File: config.mk
export PLATFORM = sky130hd
export DESIGN_NAME = number_grid_controller
export DESIGN_NICKNAME = d
export VERILOG_FILES = /design/src/rtl/number_grid_pkg.sv /design/src/rtl/number_cell_fsm.sv /design/src/rtl/number_grid_controller.sv
export SDC_FILE = /design/constraint.sdc
export NUM_CORES = 1
export LEC_CHECK = 0
export ABC_AREA = 1
export ABC_CLOCK_PERIOD_IN_PS = 3100
export BUFFER_PORTS_ARGS = -buffer_cell sky130_fd_sc_hd__buf_2
export CORE_MARGIN = 4
export CORE_UTILIZATION = 53
export DETAILED_ROUTE_END_ITERATION = 7
export GPL_ROUTABILITY_DRIVEN = 0
export GPL_TIMING_DRIVEN = 0
export PLACE_DENSITY = 0.78
export SLEW_MARGIN = 20
export SYNTH_ARGS = -nofsm -noshare
export SYNTH_HDL_FRONTEND = slang
export SYNTH_SLANG_ARGS = --single-unit
File: constraint.sdc
create_clock -name clk -period 3.1 [get_ports clk]
set_input_delay 0.775 -clock clk [delete_from_list [all_inputs] [get_ports clk]]
set_output_delay 0.775 -clock clk [all_outputs]
set_load 0.01 [all_outputs]
File: src/rtl/number_grid_pkg.sv
// Shared types and constants for the collectable number grid.
// Positions are fixed point: pixels scaled by FIXED_POINT_MULTIPLIER.
package number_grid_pkg;

    typedef enum logic [1:0] {
        CELL_VISIBLE = 2'd0,
        CELL_HIDDEN  = 2'd1,
        CELL_BLINK   = 2'd2
    } cell_state_e;

    localparam int FIXED_POINT_MULTIPLIER = 64;
    localparam int FIXED_POINT_SHIFT      = 6;

    localparam logic [3:0] LFSR_SEED = 4'b1001;

    // Timer must hold the longer of the two countdowns, never narrower than 9 bits.
    function automatic int unsigned timer_width(input int unsigned hide, input int unsigned blink);
        int unsigned longest;
        int unsigned w;
        longest = (hide > blink) ? hide : blink;
        w = $clog2(longest + 1);
        return (w < 9) ? 9 : w;
    endfunction

endpackage

File: src/rtl/number_cell_fsm.sv
// Visibility FSM of one grid cell: visible -> hidden -> (blink) -> visible.
// showNum is registered; respawn flags the edge on which the cell becomes visible again.
module number_cell_fsm
    import number_grid_pkg::*;
#(
    parameter int unsigned HIDE_FRAMES  = 450,
    parameter int unsigned BLINK_FRAMES = 60,
    parameter int unsigned BLINK_PERIOD = 8,
    parameter int unsigned TIMER_W      = 9
) (
    input  logic clk,
    input  logic reset,
    input  logic startOfFrame,
    input  logic hitAccept,
    output logic visible,
    output logic showNum,
    output logic respawn
);

    cell_state_e        state_q, state_d;
    logic [TIMER_W-1:0] timer_q, timer_d;
    logic               show_q, show_d;
    logic [TIMER_W-1:0] elapsed;

    always_comb begin
        state_d = state_q;
        timer_d = timer_q;
        respawn = 1'b0;
        unique case (state_q)
            CELL_VISIBLE: begin
                if (hitAccept) begin
                    state_d = CELL_HIDDEN;
                    timer_d = TIMER_W'(HIDE_FRAMES);
                end
            end
            CELL_HIDDEN: begin
                if (startOfFrame) begin
                    if (timer_q == TIMER_W'(1)) begin
                        if (BLINK_FRAMES == 0) begin
                            state_d = CELL_VISIBLE;
                            timer_d = '0;
                            respawn = 1'b1;
                        end else begin
                            state_d = CELL_BLINK;
                            timer_d = TIMER_W'(BLINK_FRAMES);
                        end
                    end else begin
                        timer_d = timer_q - TIMER_W'(1);
                    end
                end
            end
            CELL_BLINK: begin
                if (startOfFrame) begin
                    if (timer_q == TIMER_W'(1)) begin
                        state_d = CELL_VISIBLE;
                        timer_d = '0;
                        respawn = 1'b1;
                    end else begin
                        timer_d = timer_q - TIMER_W'(1);
                    end
                end
            end
            default: begin
                state_d = CELL_VISIBLE;
                timer_d = '0;
            end
        endcase
    end

    // Odd half-periods since blink start are lit, so the blink opens dark.
    always_comb begin
        elapsed = TIMER_W'(BLINK_FRAMES) - timer_d;
        show_d  = 1'b0;
        if (state_d == CELL_VISIBLE) begin
            show_d = 1'b1;
        end else if (state_d == CELL_BLINK) begin
            show_d = 1'(elapsed / TIMER_W'(BLINK_PERIOD));
        end
    end

    always_ff @(posedge clk) begin
        if (reset) begin
            state_q <= CELL_VISIBLE;
            timer_q <= '0;
            show_q  <= 1'b1;
        end else begin
            state_q <= state_d;
            timer_q <= timer_d;
            show_q  <= show_d;
        end
    end

    assign visible = (state_q == CELL_VISIBLE);
    assign showNum = show_q;

endmodule

File: src/rtl/number_grid_controller.sv
// COLS x ROWS grid of collectable digits: per-column wrapping motion, per-cell visibility,
// lowest-index hit arbitration and a saturating hit counter.
module number_grid_controller
    import number_grid_pkg::*;
#(
    parameter int          COLS         = 3,
    parameter int          ROWS         = 3,
    parameter int          INITIAL_X    = 150,
    parameter int          X_DIFF       = 50,
    parameter int          INITIAL_Y    = 100,
    parameter int          Y_DIFF       = 100,
    parameter int          X_MIN        = 0,
    parameter int          X_MAX        = 600,
    parameter int unsigned HIDE_FRAMES  = 450,
    parameter int unsigned BLINK_FRAMES = 60,
    parameter int unsigned BLINK_PERIOD = 8,
    parameter bit          RANDOM_DIGIT = 1'b0,
    localparam int         NCELLS       = COLS * ROWS,
    localparam int         IDX_W        = (NCELLS > 1) ? $clog2(NCELLS) : 1
) (
    input  logic                          clk,
    input  logic                          reset,
    input  logic                          startOfFrame,
    input  logic [NCELLS-1:0][3:0]        numbersToShow,
    input  logic [COLS-1:0][31:0]         columnSpeeds,
    input  logic [NCELLS-1:0]             cellHit,
    output logic [NCELLS-1:0]             showNum,
    output logic [NCELLS-1:0][3:0]        cellDigit,
    output logic [NCELLS-1:0][10:0]       cellX,
    output logic [NCELLS-1:0][10:0]       cellY,
    output logic                          hitValid,
    output logic [IDX_W-1:0]              hitIndex,
    output logic [3:0]                    hitDigit,
    output logic [15:0]                   hitCount
);

    localparam int unsigned     TIMER_W  = timer_width(HIDE_FRAMES, BLINK_FRAMES);
    localparam logic signed [31:0] X_MIN_FP = 32'(X_MIN * FIXED_POINT_MULTIPLIER);
    localparam logic signed [31:0] X_MAX_FP = 32'(X_MAX * FIXED_POINT_MULTIPLIER);
    localparam logic signed [31:0] SPAN_FP  = 32'((X_MAX - X_MIN) * FIXED_POINT_MULTIPLIER);

    logic [COLS-1:0][31:0]  colPos;
    logic [NCELLS-1:0]      visible;
    logic [NCELLS-1:0]      respawn;
    logic [NCELLS-1:0]      candidate;
    logic [NCELLS-1:0]      grant;
    logic                   found;
    logic [IDX_W-1:0]       winIdx;

    logic [3:0]             lfsr_q;
    logic [3:0]             lfsrDigit;

    logic                   hitValid_q;
    logic [IDX_W-1:0]       hitIndex_q;
    logic [3:0]             hitDigit_q;
    logic [15:0]            hitCount_q;

    // Fibonacci LFSR for x^4 + x^3 + 1; the seed is non-zero so it never locks up.
    always_ff @(posedge clk) begin
        if (reset) begin
            lfsr_q <= LFSR_SEED;
        end else begin
            lfsr_q <= {lfsr_q[2:0], lfsr_q[3] ^ lfsr_q[2]};
        end
    end

    assign lfsrDigit = (lfsr_q >= 4'd10) ? (lfsr_q - 4'd10) : lfsr_q;

    for (genvar c = 0; c < COLS; c++) begin : g_col
        logic signed [31:0] pos_q;
        logic signed [31:0] sum;
        logic signed [31:0] wrapped;

        always_comb begin
            sum     = pos_q + $signed(columnSpeeds[c]);
            wrapped = sum;
            if (sum >= X_MAX_FP) begin
                wrapped = sum - SPAN_FP;
            end else if (sum < X_MIN_FP) begin
                wrapped = sum + SPAN_FP;
            end
        end

        always_ff @(posedge clk) begin
            if (reset) begin
                pos_q <= 32'((INITIAL_X + c * X_DIFF) * FIXED_POINT_MULTIPLIER);
            end else if (startOfFrame) begin
                pos_q <= wrapped;
            end
        end

        assign colPos[c] = pos_q;
    end

    for (genvar i = 0; i < NCELLS; i++) begin : g_cell
        localparam int COL = i / ROWS;
        localparam int ROW = i % ROWS;

        logic [3:0] digit_q;

        number_cell_fsm #(
            .HIDE_FRAMES  (HIDE_FRAMES),
            .BLINK_FRAMES (BLINK_FRAMES),
            .BLINK_PERIOD (BLINK_PERIOD),
            .TIMER_W      (TIMER_W)
        ) u_cell_fsm (
            .clk          (clk),
            .reset        (reset),
            .startOfFrame (startOfFrame),
            .hitAccept    (grant[i]),
            .visible      (visible[i]),
            .showNum      (showNum[i]),
            .respawn      (respawn[i])
        );

        always_ff @(posedge clk) begin
            if (reset) begin
                digit_q <= numbersToShow[i];
            end else if (respawn[i]) begin
                digit_q <= RANDOM_DIGIT ? lfsrDigit : numbersToShow[i];
            end
        end

        assign cellDigit[i] = digit_q;
        assign cellX[i]     = 11'($signed(colPos[COL]) >>> FIXED_POINT_SHIFT);
        assign cellY[i]     = 11'(INITIAL_Y + ROW * Y_DIFF);
        assign candidate[i] = cellHit[i] & visible[i];
    end

    // Scan from the top so the lowest candidate index is the one left standing.
    always_comb begin
        grant  = '0;
        found  = 1'b0;
        winIdx = '0;
        for (int i = NCELLS - 1; i >= 0; i--) begin
            if (candidate[i]) begin
                found  = 1'b1;
                winIdx = IDX_W'(i);
            end
        end
        if (found) begin
            grant[winIdx] = 1'b1;
        end
    end

    always_ff @(posedge clk) begin
        if (reset) begin
            hitValid_q <= 1'b0;
            hitIndex_q <= '0;
            hitDigit_q <= '0;
            hitCount_q <= '0;
        end else begin
            hitValid_q <= found;
            if (found) begin
                hitIndex_q <= winIdx;
                hitDigit_q <= cellDigit[winIdx];
                if (hitCount_q != 16'hFFFF) begin
                    hitCount_q <= hitCount_q + 16'd1;
                end
            end
        end
    end

    assign hitValid = hitValid_q;
    assign hitIndex = hitIndex_q;
    assign hitDigit = hitDigit_q;
    assign hitCount = hitCount_q;

endmodule

Yosys cells after proc, flatten, opt, wreduce, memory -nomap -nowiden
Cells that the tools add are included.
{"block": "op_classes", "muxes": 191, "n_eq_ne": 37, "n_bitwise": 9, "n_addsub": 28, "magnitude_cmp": 8, "n_reduce_logical": 38}
{"operator": "9-bit two-way mux", "count": 46}
{"operator": "9-bit one-hot mux with 3 select lines", "count": 9}
{"operator": "32-bit two-way mux", "count": 6}
{"operator": "4-bit two-way mux", "count": 28}
{"operator": "32-bit by 17-bit adder with 32-bit output, second input constant", "count": 3}
{"operator": "32-bit adder", "count": 3}
{"operator": "32-bit by 17-bit greater-or-equal comparator with 1-bit output, second input constant", "count": 3}
{"operator": "32-bit by 1-bit less-than comparator with 1-bit output, second input constant", "count": 3}
{"operator": "32-bit by 17-bit subtractor with 32-bit output, second input constant", "count": 3}
{"operator": "2-bit two-way mux", "count": 45}
{"operator": "9-bit by 1-bit equality test with 1-bit output, second input constant", "count": 9}
{"operator": "9-bit by 1-bit subtractor with 9-bit output, second input constant", "count": 9}
{"operator": "2-bit one-hot mux with 3 select lines", "count": 9}
{"operator": "1-bit two-way mux", "count": 46}
{"operator": "2-bit equality test, second input constant", "count": 18}
{"operator": "2-bit logical NOT", "count": 18}
{"operator": "4-bit subtractor, first input constant", "count": 9}
{"operator": "2-bit by 1-bit equality test with 1-bit output, second input constant", "count": 9}
{"operator": "2-bit nonzero test", "count": 9}
{"operator": "2-bit OR reduction", "count": 9}
{"operator": "16-bit by 1-bit adder with 16-bit output, second input constant", "count": 1}
{"operator": "4-bit binary-select mux with 4-bit select", "count": 1}
{"operator": "16-bit != test, second input constant", "count": 1}
{"operator": "1-bit AND", "count": 9}
{"operator": "other kinds (5)", "count": 5}
{"block": "word_totals", "reg_bits": 265}

Depth between registers and ports, before layout
Gate-level depths: netlist of the first run.
{"block": "logic_depth", "word_depth": 20, "mapped_depth": 24, "ltp_nobuf": 24}

By module
From an unflattened synthesis of the first run, not the netlist that was laid out.
{"block": "unflattened", "hier_cells": 4908, "hier_area_um2": 28285.9}
{"module": "number_grid_controller", "instances": 1, "area_each_um2": 20166.8, "cells_per_inst": 3612}
{"module": "number_cell_fsm", "instances": 9, "area_each_um2": 902.1, "cells_per_inst": 144}

Worst setup path after synthesis of the first run
Ideal clock, no wire load.
{"block": "synth_timing", "path_kind": "input to register", "from": "input columnSpeeds[64] (netlist bit)", "to": "register g_col[2].pos_q[27]", "n_path_buf": 0, "arrival_time_ns": 3.018, "setup_slack_ns": -0.035, "stages": 17, "cell_sequence": "ha_1 fa_1 nand3_1 nand4_1 nand2_1 inv_1 ha_1 o21ai_1 nand2_1 nand2_1 nand3_1 nor2_1 nand3b_1 nand3_1 nand2_1 nor2_1 nor2_1"}
{"block": "synth_via", "elab_chain_len": 4}
{"element": "start: declaration", "line": "number_grid_controller.sv:25", "text": "input logic [COLS-1:0][31:0] columnSpeeds,"}
{"element": "32-bit adder (*)", "line": "number_grid_controller.sv:75", "text": "sum = pos_q + $signed(columnSpeeds[c]);"}
{"element": "32-bit by 17-bit adder with 32-bit output or 32-bit by 1-bit less-than comparator with 1-bit output (tied branches)", "line": "number_grid_controller.sv:80, number_grid_controller.sv:79"}
{"element": "32-bit two-way mux", "line": "number_grid_controller.sv:79", "text": "end else if (sum < X_MIN_FP) begin"}
{"element": "32-bit two-way mux (*)", "line": "number_grid_controller.sv:77", "text": "if (sum >= X_MAX_FP) begin"}
{"element": "end signal: assignment", "line": "number_grid_controller.sv:86", "text": "pos_q <= 32'((INITIAL_X + c * X_DIFF) * FIXED_POINT_MULTIPLIER);"}
{"element": "end signal: assignment", "line": "number_grid_controller.sv:88", "text": "pos_q <= wrapped;"}
{"element": "end: declaration", "line": "number_grid_controller.sv:70", "text": "logic signed [31:0] pos_q;"}
Every way passes the cells marked *; elsewhere a longest branch is shown, timed or not.
A chain may end at the register's enable or synchronous reset.

Final worst setup path of the first run
{"block": "layout_timing", "from": "register g_col[1].pos_q[28]", "to": "register g_col[1].pos_q[15]"}
{"block": "layout_via", "elab_chain_len": 4}
{"element": "start: declaration", "line": "number_grid_controller.sv:70"}
{"element": "start signal: assignment", "line": "number_grid_controller.sv:86"}
{"element": "start signal: assignment", "line": "number_grid_controller.sv:88"}
{"element": "32-bit adder (*)", "line": "number_grid_controller.sv:75"}
{"element": "32-bit by 1-bit less-than comparator with 1-bit output", "line": "number_grid_controller.sv:79"}
{"element": "32-bit two-way mux", "line": "number_grid_controller.sv:79"}
{"element": "32-bit two-way mux (*)", "line": "number_grid_controller.sv:77"}
Marked as above.

==> results of run 1 <==
## synth_stat cells (4+ instances only)
cell type	number	area (µm²)
a21oi_1	179	896
a22oi_1	11	82.6
a31o_2	7	61.3
a31oi_1	24	150
and2_1	16	100
buf_1	6	22.5
buf_2	6	30.0
buf_4	207	1550
clkbuf_1	50	188
clkinv_1	7	26.3
dfxtp_1	229	4580
edfxtp_1	36	1080
ha_1	118	1480
inv_1	685	2570
inv_2	38	143
inv_4	4	25.0
nand2_1	1456	5470
nand2_2	65	407
nand2_4	4	45.0
nand3_1	284	1420
nand3_2	16	160
nand3b_1	21	158
nand4_1	75	469
nor2_1	539	2020
nor2_2	42	263
nor2_4	7	78.8
nor3_1	36	180
nor3_2	7	70.1
nor3b_1	4	30.0
nor4_1	9	56.3
o2111ai_1	10	87.6
o211ai_1	20	150
o21ai_0	134	671
o21ai_1	16	80.1
o21bai_1	5	37.5
o22ai_1	14	87.6
xnor2_1	20	175
xor2_1	97	850
## worst max path at each step
stage | slack, ns | start | end
3_5_place_dp | -1.06 | startOfFrame | g_col[1].pos_q[10]
6_report | -0.09 | g_col[1].pos_q[28] | g_col[1].pos_q[15]
3_3_place_gp | -1.13 | startOfFrame | g_col[1].pos_q[10]
5_1_grt | -0.19 | g_col[1].pos_q[28] | g_col[1].pos_q[14]
4_1_cts | 0.001 | g_col[1].pos_q[9] | g_col[1].pos_q[31]
2_1_floorplan | -0.04 | columnSpeeds[64] | g_col[2].pos_q[27]
## power by group through the flow
stage | clock (mW) | sequential [mW] | combinational, mW
floorplan | 0 | 4.14 | 6.72
global placement | 0 | 4.27 | 8.70
detailed placement | 0 | 4.28 | 8.81
CTS | 3.71 | 4.22 | 8.98
global route | 3.85 | 4.31 | 11.0
finish | 3.65 | 4.28 | 9.97
## routing by layer
layer | global-route usage, % | vias to the layer above
met5 | 0 | -
met4 | 13.1 | 0
met3 | 4.37 | 263
met2 | 50.4 | 1410
met1 | 39.2 | 13300
li1 | - | 14900
## metrics by stage
stage               TNS, ns  utilization [%]
floorplan           -0.0352                -
global route          -2.08             64.9
CTS                       0             61.8
finish               -0.214             64.9
detailed placement   -76.82             59.3
global placement     -77.11             59.3
## state kept, by name (all words and copies together) (netlist names), 4 cells and up
name,count
g_col.pos_q,96
g_cell.u_cell_fsm.timer_q,81
g_cell.digit_q,36
g_cell.u_cell_fsm.state_q,18
hitCount,16
g_cell.u_cell_fsm.showNum,9
hitDigit,4
hitIndex,4
## placed cells by master, fill, tap and decap left out, types with 49 or more instances in the layout
master / synthesis / final
nand3_1: 284 / 269
a21oi_1: 179 / 170
nand4_1: 75 / 75
conb_1: 2 / 99
buf_2: 6 / 318
ha_1: 118 / 49
nor2_2: 42 / 59
nor2_1: 539 / 503
nand2_1: 1456 / 1360
dfxtp_1: 229 / 192
xor2_1: 97 / 97
buf_4: 207 / 240
o21ai_0: 134 / 134
inv_1: 685 / 685
nand2_2: 65 / 139
clkbuf_1: 50 / 55
## timing repair
action | 4_1_cts | 5_1_grt
setup endpoints to repair | 78 | 83
gates cloned | 0 | 0
setup buffers | 1 | 32
gates resized for setup | 50 | 323
pin swaps | 3 | 38
## critical path: stages (launching register included)
cell and delay, ns:
dfxtp_1 0.36, ha_1 0.38, nand2_1 0.18, nor3_1 0.26, and2_1 0.22, and2_1 0.14, nand2_1 0.07, nand3b_1 0.10
nand2_2 0.10, nor2_1 0.17, nand2_1 0.12, nor2_4 0.14, nand3_4 0.11, nand2_8 0.12, inv_4 0.08, buf_8 0.15
nand2_1 0.07, nand3_1 0.14, nand2_1 0.11, inv_1 0.04
## logic make-up after synthesis
kind of cell	after synthesis
xor+xnor	117
fa+ha+maj	121
buf+inv	1006
other cells	2
flops	265
simple gates	2592
compound gates	440
## final cells by class
cell class,instances,area (µm²),area share [%]
multi-input combinational,3369,17800,56.0
sequential,265,5750,18.1
inverter,734,2770,8.72
buffer,272,1840,5.79
timing repair buffer,344,1800,5.67
clock buffer,46,902,2.84
tap,664,831,2.61
clock inverter,10,103,0.322
antenna,1,2.50,0.00786
==> flow_summary.yaml, run 1 <==
synth:
  synth_mux_area_share_pct: 0
  synth_edf_count: 36
  synth-simple-area-share_pct: 41.9
  synthAdderAreaFrac_pct: 5.84
  ys_types: 61
  syn_avg_cell_area_um2: 5.79
  yosysWarnings: 0
  synth-compound-area-share_pct: 9.40
  synthesis.area_um2: 26300
  synthFlopType: "dfxtp_1"
  synthXorXnorAreaFrac_pct: 3.89
  synth_top_family_by_area: "simple AND/OR/NAND/NOR gates"
  seq_area_frac_synth_pct: 21.5
  ys_seq_elements: 265
  syn_inst: 4543
  synthArstFlopShare_pct: 0
layout:
  n_fill_cell: 4694
  final_cells: 5705
  drive_gt1_share_pct: 21.6
  postLayoutCellArea_um2: 31800
  num-nets-final: 5282
  synthToLayoutAreaGrowth_pct: 20.9
setup_path:
  reg2reg_from: "g_col[1].pos_q[28]"
  crit_required_ns: 3.58
  r2r_setup_slack_ns: -0.09
  path_max_fanout: 10
  reg2reg_to: "g_col[1].pos_q[15]"
  path_class: "flip-flop to flip-flop"
  cp-end-kind: "flip-flop"
  cp.arrival_ns: 3.67
  start_kind: "flip-flop"
  worstRegToRegCells: 19
power_and_ir_drop:
  p_switching_mw: 8.40
  powerDensity_nw_per_um2: 562
  ir_drop_v: 0.000514
  p_comb_share_pct: 55.7
  intPower_mw: 9.50
  p_leak_nw: 16.7
  clkPwrFrac_pct: 20.4
  pwr-share-seq_pct: 23.9
  power_mw: 17.9
  swShare_pct: 46.9
timing:
  fin_ws_ns: -0.0910
  slew-limit-headroom_pct: 30.1
  setup_viol: 4
  worst_slew_pin_slew_ns: 1.05
  report.final.slew_viol_count: 0
  whs_ns: 0.346
  finalClockSkew_ns: 0.0313
  finalCritPeriodShare_pct: 103
  period_needed_ns: 3.19
  hold_viol_final: 0
  clock.fmax_mhz: 313
  rsz0062_at_grt: "yes"
global_route:
  grt_pass1_vias: 26600
  track_usage_pct: 30.3
  grt_pass1_wl_mm: 133
  grt_max_degree: 17
  overflow: 0
  antenna_found_initial: 1
die:
  die_h_um: 231
  num_rows: 81
  design.portCount: 412
  die_area_um2: 53300
  die-width_um: 231
  start_util_pct: 53.7
  core-area_um2: 49100
min_path:
  holdPathEnd: "g_cell[8].digit_q[3]"
  hold_depth: 1
  hold_class: "input port to flip-flop"
  hp-start: "numbersToShow[35]"
cts:
  cts.path.max_buffers: 3
  cts_root_buf: "clkbuf_16"
  cts_htree_levels: 1
  cts_buffers: 31
  clk_pin_slew_ns: 0.06
  clk_latency_ns: 0.61
  cts_hold_buf: 0
  cts_num_sinks: 265
  tritoncts: "done"
routing:
  routed_wl_mm: 87.5
  antenna_left: 0
  wl_met3_mm: 8.11
  route.met2.wl_mm: 39.6
  via_count: 29900
  wl_met1_mm: 35.5
  top_layer: "met4"
  first_pass_iters: 6
  drc: 0
  wl_per_cell_um: 15.3
  viasPerCell: 5.23
  first_iter_violations: 2732
placed_design:
  post-place-cells: 5615
  place_area_um2: 29100
  post-place-ws_ns: -1.06
  place_hpwl_mm: 68.9
  portBuffers: 311
status:
  violations: "setup timing"
  outcome: "complete, but fails checks"
job:
  maxCapViolCount: 0
Note: power is estimated with default switching activity, not from simulation.
==> run 2: changes to the inputs <==
Settings changed: CORE_MARGIN 4 to 2.
==> flow_summary.yaml, run 2 (same netlist as run 1, synthesis figures left out) <==
placed_design:
  post-place-ws_ns: -1.08
  portBuffers: 311
  place_hpwl_mm: 68.0
timing:
  finalClockSkew_ns: 0.0349
  setup_viol: 0
  slew-limit-headroom_pct: 28.7
  finalCritPeriodShare_pct: 99.4
  whs_ns: 0.383
  worst_slew_pin_slew_ns: 1.06
  report.final.slew_viol_count: 0
  clock.fmax_mhz: 325
  hold_viol_final: 0
  period_needed_ns: 3.08
  rsz0062_at_grt: "yes"
  fin_ws_ns: 0.0197
  setup-tns-final_ns: 0
routing:
  drc: 0
  first_iter_violations: 2605
  wl_per_cell_um: 15.4
  viasPerCell: 5.24
  via_count: 29900
  routed_wl_mm: 87.7
  antenna_left: 0
  first_pass_iters: 6
status:
  outcome: "finished, final reports clean"
power_and_ir_drop:
  powerDensity_nw_per_um2: 574
  p_leak_nw: 16.8
  ir_drop_v: 0.000341
cts:
  clk_latency_ns: 0.56
  cts_htree_levels: 2
  cts_root_buf: "clkbuf_16"
  tritoncts: "done"
  cts_buffers: 34
  cts_num_sinks: 265
  clk_pin_slew_ns: 0.06
  cts.path.max_buffers: 3
setup_path:
  path_max_fanout: 6
  path_class: "input port to flip-flop"
  start_kind: "input port"
  crit_required_ns: 3.56
  cp-end-kind: "flip-flop"
  cp.arrival_ns: 3.54
global_route:
  overflow: 0
  grt_pass1_vias: 26300
  antenna_found_initial: 0
  grt_max_degree: 14
  track_usage_pct: 32.1
  grt_pass1_wl_mm: 132
layout:
  top_register: "g_col.pos_q"
  largest_reg_flops: 96
  drive_gt1_share_pct: 21.4
  final_cell_mix: "1367 x nand2_1, 684 x inv_1, 494 x nor2_1"
  num-nets-final: 5288
  final_common_cell: "nand2_1"
  reg_top3: "g_col.pos_q: 96 flops, g_cell.u_cell_fsm.timer_q: 81 flops, g_cell.digit_q: 36 flops"
  register_area_um2: 5740
  multi_input_area_um2: 17700
  synthToLayoutAreaGrowth_pct: 21.1
  diodes: 0
  n_fill_cell: 4661
die:
  design.portCount: 412
  die_area_um2: 51500
  start_util_pct: 53.8
  die_h_um: 227
  num_rows: 81
  core-area_um2: 49000
  die-width_um: 227
min_path:
  hold_class: "input port to flip-flop"
job:
  maxCapViolCount: 0
==> run 2: cell count changes in the layout (fill, tap and decap cells not counted), moves of 5 or more <==
cell	previous run	this run
dfxtp_1	192	200
nor2_1	503	494
nor2_2	59	66
dfxtp_2	20	12
clkbuf_8	7	2
ha_4	42	37
nand2_2	139	125
nand2_4	25	32
nand2_1	1360	1367
ha_1	49	58
==> run 2: through the flow <==
step	util (%)	total power [mW]	cell area (µm²)	std cells
2_1_floorplan	-	10.9	26700	4640
3_3_place_gp	59.4	13.0	29100	5615
3_5_place_dp	59.4	13.1	29100	5615
4_1_cts	62.3	17.2	30500	5680
5_1_grt	65.1	19.5	31900	5710
6_report	65.1	18.3	31900	5710
==> run 2: layout make-up <==
cell class              instances  share of cell area, %
plain buffers                 272                   5.79
clock buffers                  43                   2.84
clock inverters                16                  0.616
inverters                     734                   8.70
multi-input cells            3369                   55.7
flip-flops and latches        265                   18.0
well taps                     664                   2.61
repair buffers                347                   5.74
==> run 2: final timing paths <==
path | startpoint | end | slack [ns] | cells after the start
setup / recovery | columnSpeeds[64] | g_col[2].pos_q[29] | 0.02 | 22
hold / removal | numbersToShow[14] | g_cell[3].digit_q[2] | 0.38 | 1
setup reg to reg | g_col[2].pos_q[0] | g_col[2].pos_q[29] | 0.06 | 21
hold reg to reg | hitIndex[3] | hitIndex[3] | 0.48 | 2
==> run 2: worst max-delay path, stage by stage <==
cell     delay [ns]
buf_2          0.12
ha_2           0.21
fa_2           0.43
nand3_1        0.13
nand3_2        0.14
nand2_1        0.10
nand2_2        0.10
ha_1           0.24
inv_1          0.06
nand2_1        0.10
nand2_2        0.12
nand2_2        0.13
nand2_2        0.12
nand2_1        0.13
nor2_4         0.15
nand3_1        0.10
nand2_1        0.07
nand2_1        0.04
nand2_1        0.05
nand3_1        0.08
nand2_1        0.08
inv_1          0.04
==> run 2: layer usage <==
metal	track usage (%)	vias to the layer above	part of all wire, %
met1	40.3	13300	40
met4	14.4	0	5.2
li1	-	14900	-
met3	5.97	278	9.4
met2	53.3	1415	45
met5	0	-	0
==> run 2: report_power, final <==
part	switching, mW	total (mW)	leakage [nW]	internal (mW)
clock	1.65	3.92	0.528	2.27
sequential	0.417	4.27	2.24	3.85
combinational	6.52	10.1	14.0	3.59
==> run 2: timing repair <==
action / CTS / global route
pin swaps: 6 / 36
gates resized for setup: 60 / 308
buffers inserted: 6 / 29
hold buffers: 0 / 0
endpoints found under the setup margin: 82 / 94
endpoints found under the hold margin: 0 / 0
gates cloned: 0 / 1
